--- src/rtl/quadram_arbiter_if.sv ---
// Requester-side bus of the quad-RAM arbiter: two requesters packed side by
// side (requester i owns slice i of every vector).
interface quadram_arbiter_if;
  logic [1:0]  req;
  logic [1:0]  wr;
  logic [7:0]  we;
  logic [21:0] addr;
  logic [63:0] wdata;
  logic [1:0]  gnt;
  logic [1:0]  rvalid;
  logic [31:0] rdata;

  modport master (
    output req, wr, we, addr, wdata,
    input  gnt, rvalid, rdata
  );

  modport slave (
    input  req, wr, we, addr, wdata,
    output gnt, rvalid, rdata
  );
endinterface

--- src/rtl/quadram_arbiter.sv ---
// Two-requester round-robin arbiter in front of a 2048x32 single-port RAM.
// Grants are combinational and complete in the granted cycle; reads return
// one cycle later. Optional bulk zero-fill sweep compiled in with the macro
// QUADRAM_ARB_CLEAR_EN; without it clr_start is ignored and clr_busy is 0.
module quadram_arbiter (
  input  logic              clk,
  input  logic              rst,
  quadram_arbiter_if.slave  bus,
  input  logic              clr_start,
  output logic              clr_busy,
  output logic              ram_en,
  output logic              ram_wr,
  output logic [3:0]        ram_we,
  output logic [10:0]       ram_addr,
  output logic [31:0]       ram_din,
  input  logic [31:0]       ram_dout
);

  logic        last;      // 1 = requester 1 was served most recently
  logic        clearing;
  logic [10:0] clr_cnt;
  logic [1:0]  gnt_c;
  logic        sel;
  logic [1:0]  rvalid_q;

`ifdef QUADRAM_ARB_CLEAR_EN
  typedef enum logic {IDLE, CLEAR} state_t;
  state_t      state, state_nxt;
  logic [10:0] cnt_nxt;

  // State register and sweep address counter.
  always_ff @(posedge clk) begin
    if (rst) begin
      state   <= IDLE;
      clr_cnt <= '0;
    end else begin
      state   <= state_nxt;
      clr_cnt <= cnt_nxt;
    end
  end

  // Enter the sweep on clr_start; leave after writing the last word.
  always_comb begin
    state_nxt = state;
    cnt_nxt   = clr_cnt;
    case (state)
      IDLE: begin
        if (clr_start) begin
          state_nxt = CLEAR;
          cnt_nxt   = '0;
        end
      end
      CLEAR: begin
        cnt_nxt = clr_cnt + 11'd1;
        if (clr_cnt == '1) state_nxt = IDLE;
      end
      default: state_nxt = IDLE;
    endcase
  end

  assign clearing = (state == CLEAR);
`else
  logic unused_clr_start;
  assign unused_clr_start = clr_start;
  assign clearing         = 1'b0;
  assign clr_cnt          = '0;
`endif

  assign clr_busy = clearing;

  // One-hot grant: lone requester wins, on conflict the one not served last.
  always_comb begin
    gnt_c = '0;
    if (!rst && !clearing) begin
      case (bus.req)
        2'b01:   gnt_c = 2'b01;
        2'b10:   gnt_c = 2'b10;
        2'b11:   gnt_c = last ? 2'b01 : 2'b10;
        default: gnt_c = '0;
      endcase
    end
  end

  assign sel     = gnt_c[1];
  assign bus.gnt = gnt_c;

  // RAM port mux: sweep write, granted requester, or fully idle bus.
  always_comb begin
    ram_en   = 1'b0;
    ram_wr   = 1'b0;
    ram_we   = '0;
    ram_addr = '0;
    ram_din  = '0;
    if (!rst && clearing) begin
      ram_en   = 1'b1;
      ram_wr   = 1'b1;
      ram_we   = '1;
      ram_addr = clr_cnt;
    end else if (|gnt_c) begin
      ram_en   = 1'b1;
      ram_wr   = bus.wr[sel];
      ram_addr = sel ? bus.addr[21:11]  : bus.addr[10:0];
      ram_din  = sel ? bus.wdata[63:32] : bus.wdata[31:0];
      if (bus.wr[sel]) ram_we = sel ? bus.we[7:4] : bus.we[3:0];
    end
  end

  // Round-robin pointer and one-cycle read-valid pipeline.
  always_ff @(posedge clk) begin
    if (rst) begin
      last     <= 1'b1;
      rvalid_q <= '0;
    end else begin
      if (|gnt_c) last <= sel;
      rvalid_q <= gnt_c & ~bus.wr;
    end
  end

  assign bus.rvalid = rvalid_q;
  assign bus.rdata  = (|rvalid_q) ? ram_dout : '0;

endmodule

--- src/flat_wrapper.sv ---
// flat-port wrapper written by rule: the top's interface ports become plain ports
module quadram_arbiter_flat 
  (clk, rst, clr_start, clr_busy, ram_en, ram_wr, ram_we, ram_addr, ram_din, ram_dout, bus_req, bus_wr, bus_we, bus_addr, bus_wdata, bus_gnt, bus_rvalid, bus_rdata);
  quadram_arbiter_if bus_i ();
  input  logic clk;
  input  logic rst;
  input  logic clr_start;
  output logic clr_busy;
  output logic ram_en;
  output logic ram_wr;
  output logic [3:0] ram_we;
  output logic [10:0] ram_addr;
  output logic [31:0] ram_din;
  input  logic [31:0] ram_dout;
  input wire logic [$bits(bus_i.req)-1:0] bus_req;
  input wire logic [$bits(bus_i.wr)-1:0] bus_wr;
  input wire logic [$bits(bus_i.we)-1:0] bus_we;
  input wire logic [$bits(bus_i.addr)-1:0] bus_addr;
  input wire logic [$bits(bus_i.wdata)-1:0] bus_wdata;
  output wire logic [$bits(bus_i.gnt)-1:0] bus_gnt;
  output wire logic [$bits(bus_i.rvalid)-1:0] bus_rvalid;
  output wire logic [$bits(bus_i.rdata)-1:0] bus_rdata;
  assign bus_i.req = bus_req;
  assign bus_i.wr = bus_wr;
  assign bus_i.we = bus_we;
  assign bus_i.addr = bus_addr;
  assign bus_i.wdata = bus_wdata;
  assign bus_gnt = bus_i.gnt;
  assign bus_rvalid = bus_i.rvalid;
  assign bus_rdata = bus_i.rdata;
  quadram_arbiter u_core (.clk(clk), .rst(rst), .bus(bus_i), .clr_start(clr_start), .clr_busy(clr_busy), .ram_en(ram_en), .ram_wr(ram_wr), .ram_we(ram_we), .ram_addr(ram_addr), .ram_din(ram_din), .ram_dout(ram_dout));
endmodule
--- config.mk ---
export PLATFORM = sky130hd
export DESIGN_NAME = quadram_arbiter_flat
export DESIGN_NICKNAME = d
export VERILOG_FILES = /design/src/rtl/quadram_arbiter_if.sv /design/src/rtl/quadram_arbiter.sv /design/src/flat_wrapper.sv
export SDC_FILE = /design/constraint.sdc
export NUM_CORES = 1
export LEC_CHECK = 0
export BUFFER_PORTS_ARGS = -buffer_cell sky130_fd_sc_hd__buf_2
export CAP_MARGIN = 20
export CORE_AREA = 2 2 86 88
export DETAILED_ROUTE_END_ITERATION = 10
export DIE_AREA = 0 0 88 90
export HOLD_SLACK_MARGIN = 0.08
export PLACE_DENSITY = 0.57
export SKIP_CTS_REPAIR_TIMING = 1
export SYNTH_ARGS = -nofsm -noshare
export SYNTH_HDL_FRONTEND = slang
export SYNTH_SLANG_ARGS = --single-unit
--- constraint.sdc ---
create_clock -name clk -period 1.3 [get_ports clk]
set_input_delay 0.13 -clock clk [delete_from_list [all_inputs] [get_ports clk]]
set_output_delay 0.13 -clock clk [all_outputs]
set_load 0.02 [all_outputs]
Word level (Yosys, flattened, before mapping)
Cells that the tools add are included.

$add $sub $neg: 0. Multiply operators: 0. Div/mod/pow operators: 0. $lt $le $gt $ge: 1. Equal/unequal tests: 3. Shifts and indexed selects: 0. Muxes and demuxes: 15. Bitwise operators: 2. Reduce and logical (&&, ||, !) cells: 2.

Operators by type and width (count): 2-to-1 mux 32 bit (3); 2-to-1 mux 11 bit (2); 2-to-1 mux 4 bit (3); one-hot mux 2 bit (3 select lines) (1); equality test 2 bit (second input constant) (2); 2-to-1 mux 1 bit (4); 2-to-1 mux 2 bit (2); OR reduction 2 bit (2); AND 2 bit (1); equality test 2 x 1 -> 1 bit (second input constant) (1); < comparator 1 x 2 -> 1 bit (second input constant) (1); NOT 2 bit (1).

Flip-flop bits (word level): 3. Bits in latches: 0. RAM bits: 0. Bits in read-only memories: 0. Input port bits: 133. Logic and storage cells: 25. Memories kept: 0.

Logic depth before layout (Yosys ltp)
Depth in word-level cells: 7. Gate-level depth with buffers: 5. Gate-level depth less buffers: 3.

Worst setup path before layout
No wires, ideal clock.

Path type: register to output. Start: register u_core.last. End: output ram_we[0]. Data arrival time: 1.272 ns. Required time: 1.170 ns. Setup slack: -0.102 ns. Stages on the path, launching flop included: 5. Path buffers: 1. Path through: dfxtp_1 > a21boi_2 > buf_4 > a32oi_2 > a211oi_1.

Word-level cells in the longest chain between the ends: 7. Elaborated cells between the ends (all ways): 9. Those cells by class: 8 x mux; 1 x reduce/logical.

Ends and longest elaborated chain: start: declaration (line quadram_arbiter.sv:19) `logic last;`; start signal: assignment (line quadram_arbiter.sv:114) `if (|gnt_c) last <= sel;`; 2-to-1 mux 2 bit (*) (line quadram_arbiter.sv:78) `2'b11: gnt_c = last ? 2'b01 : 2'b10;`; one-hot mux 2 bit (3 select lines) (*) (line quadram_arbiter.sv:75) `case (bus.req)`; 2-to-1 mux 2 bit (*) (line quadram_arbiter.sv:74) `if (!rst && !clearing) begin`; 2-to-1 mux 1 bit (not written as such) (2 in a row) (line quadram_arbiter.sv:104) `if (bus.wr[sel]) ram_we = sel ? bus.we[7:4] : bus.we[3:0];`; 2-to-1 mux 4 bit (line quadram_arbiter.sv:104); 2-to-1 mux 4 bit (*) (line quadram_arbiter.sv:99) `end else if (|gnt_c) begin`; end: declaration (line flat_wrapper.sv:11) `output logic [3:0] ram_we;`.

Every way passes the cells marked *; elsewhere a longest branch is shown, timed or not. The select of a mux whose other input is x is not followed.

Worst setup path in the final report
Start: register u_core.last. End: output ram_din[31].

Word-level cells in the longest chain between the ends: 5. Elaborated cells between the ends (all ways): 6. Those cells by class: 5 x mux; 1 x reduce/logical.

Ends and longest elaborated chain: 2-to-1 mux 2 bit (*) (line quadram_arbiter.sv:78); one-hot mux 2 bit (3 select lines) (*) (line quadram_arbiter.sv:75); 2-to-1 mux 2 bit (*) (line quadram_arbiter.sv:74); 2-to-1 mux 32 bit / OR reduction 2 bit (equally long branches) (line quadram_arbiter.sv:103, quadram_arbiter.sv:99); 2-to-1 mux 32 bit (*) (line quadram_arbiter.sv:99); end: declaration (line flat_wrapper.sv:13) `output logic [31:0] ram_din;`.

Every way passes the cells marked *; elsewhere a longest branch is shown, timed or not.

==> results.ini <==
[yosys]
synth_top_cell_by_area=nand3b_1
synth_cell_type_count=24
syn_area_sq_um=1370
synth-async-reset-ratio_pct=0
ys.flop_type=dfxtp_1
synth_top_area_share_pct=25.8
yosys-top-cells-area=nand3b_1, a21oi_1, nor2b_1
syn_avg_cell_area_sq_um=6.20
synth.most_common_cell=nand3b_1
yosys_warnings=0
synth_seq_cells=3
synth_edf_count=0
ys_seq_area_share_pct=4.38
postSynthCellCount=221
synth_fp_nets=354
ys_top_cells_by_count=nand3b_1, a21oi_1, o21ai_0, nor2b_1, o21ai_1

[run]
maxCapViolations=0

[min_path]
hold_class=primary input to register
min_to=u_core.bus.rvalid[1]
hold_path_depth=2
hp-start=bus_wr[1]

[worst_setup_path]
required_ns=1.17
arrival_ns=1.48
cp_max_fo=8
criticalPathCategory=register to output port
r2r-start=u_core.last
worstSetupEndpointType=output port
worst-r2r-setup-slack_ns=0.15
r2r_cells=4
worstSetupStartpointType=register
reg2reg_to=u_core.bus.rvalid[1]

[drt]
drc=0
vias=2488
via_per_inst=4.65
totalWireLength_mm=7.32
drt-initial-drc-count=56
avgRoutedWirePerCell_um=13.7
postRouteAntennaNets=0
first_pass_iters=5

[placed_design]
gp_congestion=0.791
dpl_cell_area_sq_um=2720
portBuffers=216
placed_cells=523
place_ws_ns=-0.130
dpl.hpwl_mm=5.31

[pwr]
peakVddDrop_uv=217
powerDensity_nw_per_um2=491
leakage_uw=0.00149

[final_layout]
design_area_sq_um=3090
fin_cells=535
fill_cells=743
layout-area-overhead-vs-synth_pct=126
fin_nets=570
n_antenna_cell=0
drive_gt1_share_pct=65.8

[clocking]
cts_tree=yes
root_buffer=clkbuf_8
cts_sinks=3
cts.htree.levels=1
cts_buffer_depth=2
clkLatencyLatePin_ns=0.22
clk_pin_slew_ns=0.03
cts_buffers=3

[floorplan]
die_x_um=88
core_area_sq_um=7020
row_count=31
dieArea_sq_um=7920
die_h_um=90
ioPinCount=219
initial_core_util_pct=19.5

[sta]
max_freq_ghz=0.621
hold_viol_final=0
period_share_pct=124
min_period_ns=1.61
final_max_slew_viol_count=0
finalSetupViolations=49
rsz0062_at_grt=true
layout_setup_ws_ns=-0.310
fin_setup_tns_ns=-12.16
skew_ns=0.00448

[global_routing]
antenna_found_initial=0
overflow=0
grt_pass1_vias=2187
grt_max_degree=34
track_usage_pct=14.3
grt_pass1_wl_mm=9.61

[status]
violations=negative setup slack
status=complete, but fails checks

-- cell type report --
type | count | area, sq um | share of cell area, %
Multi-Input combinational cell | 187 | 1310 | 42.5
Tap cell | 99 | 124 | 4.01
Clock buffer | 4 | 45.0 | 1.46
Inverter | 2 | 7.51 | 0.243
Timing Repair Buffer | 240 | 1540 | 49.7
Sequential cell | 3 | 63.8 | 2.06
-- registers in the layout (all words and copies together) (netlist names) --
signal,count
u_core.bus.rvalid,2
u_core.last,1
-- stage by stage --
| step | utilization (%) | power [uW] | hold WS (ns) |
|---|---|---|---|
| 4_1_cts | 39.3 | 1370 | 0.123 |
| 5_1_grt | 44.0 | 1620 | 0.139 |
| 6_report | 44.0 | 1520 | 0.142 |
| 3_5_place_dp | 38.7 | 1080 | 0.349 |
| 3_3_place_gp | 38.7 | 1070 | 0.341 |
| 2_1_floorplan | - | 654 | 0.207 |
-- critical path, stage by stage (launching register included) --
cell and delay [ns]:
dfxtp_4 0.35, a21boi_4 0.18, buf_4 0.16, buf_12 0.12, nand3b_1 0.08, a21oi_1 0.17
buf_2 0.20
-- layer usage --
metal	vias up	track usage (%)	part of all wire, %
met2	125	29.0	55
met4	0	2.05	0.26
li1	1220	-	-
met5	-	0	0
met1	1141	15.6	37
met3	2	1.38	7.9
-- report_power, final --
part / switching [uW] / leakage [uW] / internal, uW
clock network: 67.0 / 0.0000228 / 210
logic: 594 / 0.00144 / 546
registers: 5.51 / 0.0000249 / 97.4
total: 666 / 0.00149 / 853
-- cell families (layout without fill, tap and decap cells) --
kind of cell	after synthesis	count (layout)	share of synthesized area [%]
flops	3	3	4.38
buf+inv	31	246	12.1
other cells	1	1	0.274
simple gates	86	86	43.1
compound gates	100	100	40.1
-- cells in the final DEF, fill, tap and decap left out --
| master | n |
|---|---|
| buf_2 | 169 |
| a211oi_2 | 3 |
| nor2b_1 | 32 |
| nand2b_1 | 1 |
| and3b_1 | 1 |
| a21bo_4 | 1 |
| clkbuf_16 | 3 |
| o21ai_1 | 26 |
| clkbuf_1 | 1 |
| conb_1 | 1 |
| o21ai_2 | 7 |
| buf_4 | 56 |
| and2_1 | 1 |
| buf_12 | 7 |
| nor2_1 | 1 |
| a21boi_4 | 1 |
| nand3b_1 | 47 |
| clkbuf_8 | 3 |
| a21oi_2 | 27 |
| dfxtp_1 | 2 |
| dfxtp_4 | 1 |
| nor3_1 | 1 |
| o21ai_0 | 15 |
| o21bai_4 | 1 |
| nor2_2 | 2 |
| a211oi_1 | 1 |
| buf_6 | 5 |
| a32oi_4 | 1 |
| a21oi_1 | 17 |
| inv_1 | 2 |
-- worst max path at each step --
stage	startpoint	endpoint	slack, ns
floorplan	u_core.last	ram_we[0]	-0.10
global placement	u_core.last	ram_we[3]	-0.11
detailed placement	u_core.last	ram_din[31]	-0.13
CTS	u_core.last	ram_din[31]	-0.38
global route	u_core.last	ram_din[1]	-0.38
finish	u_core.last	ram_din[31]	-0.31
Note: power is estimated with default switching activity, not from simulation.
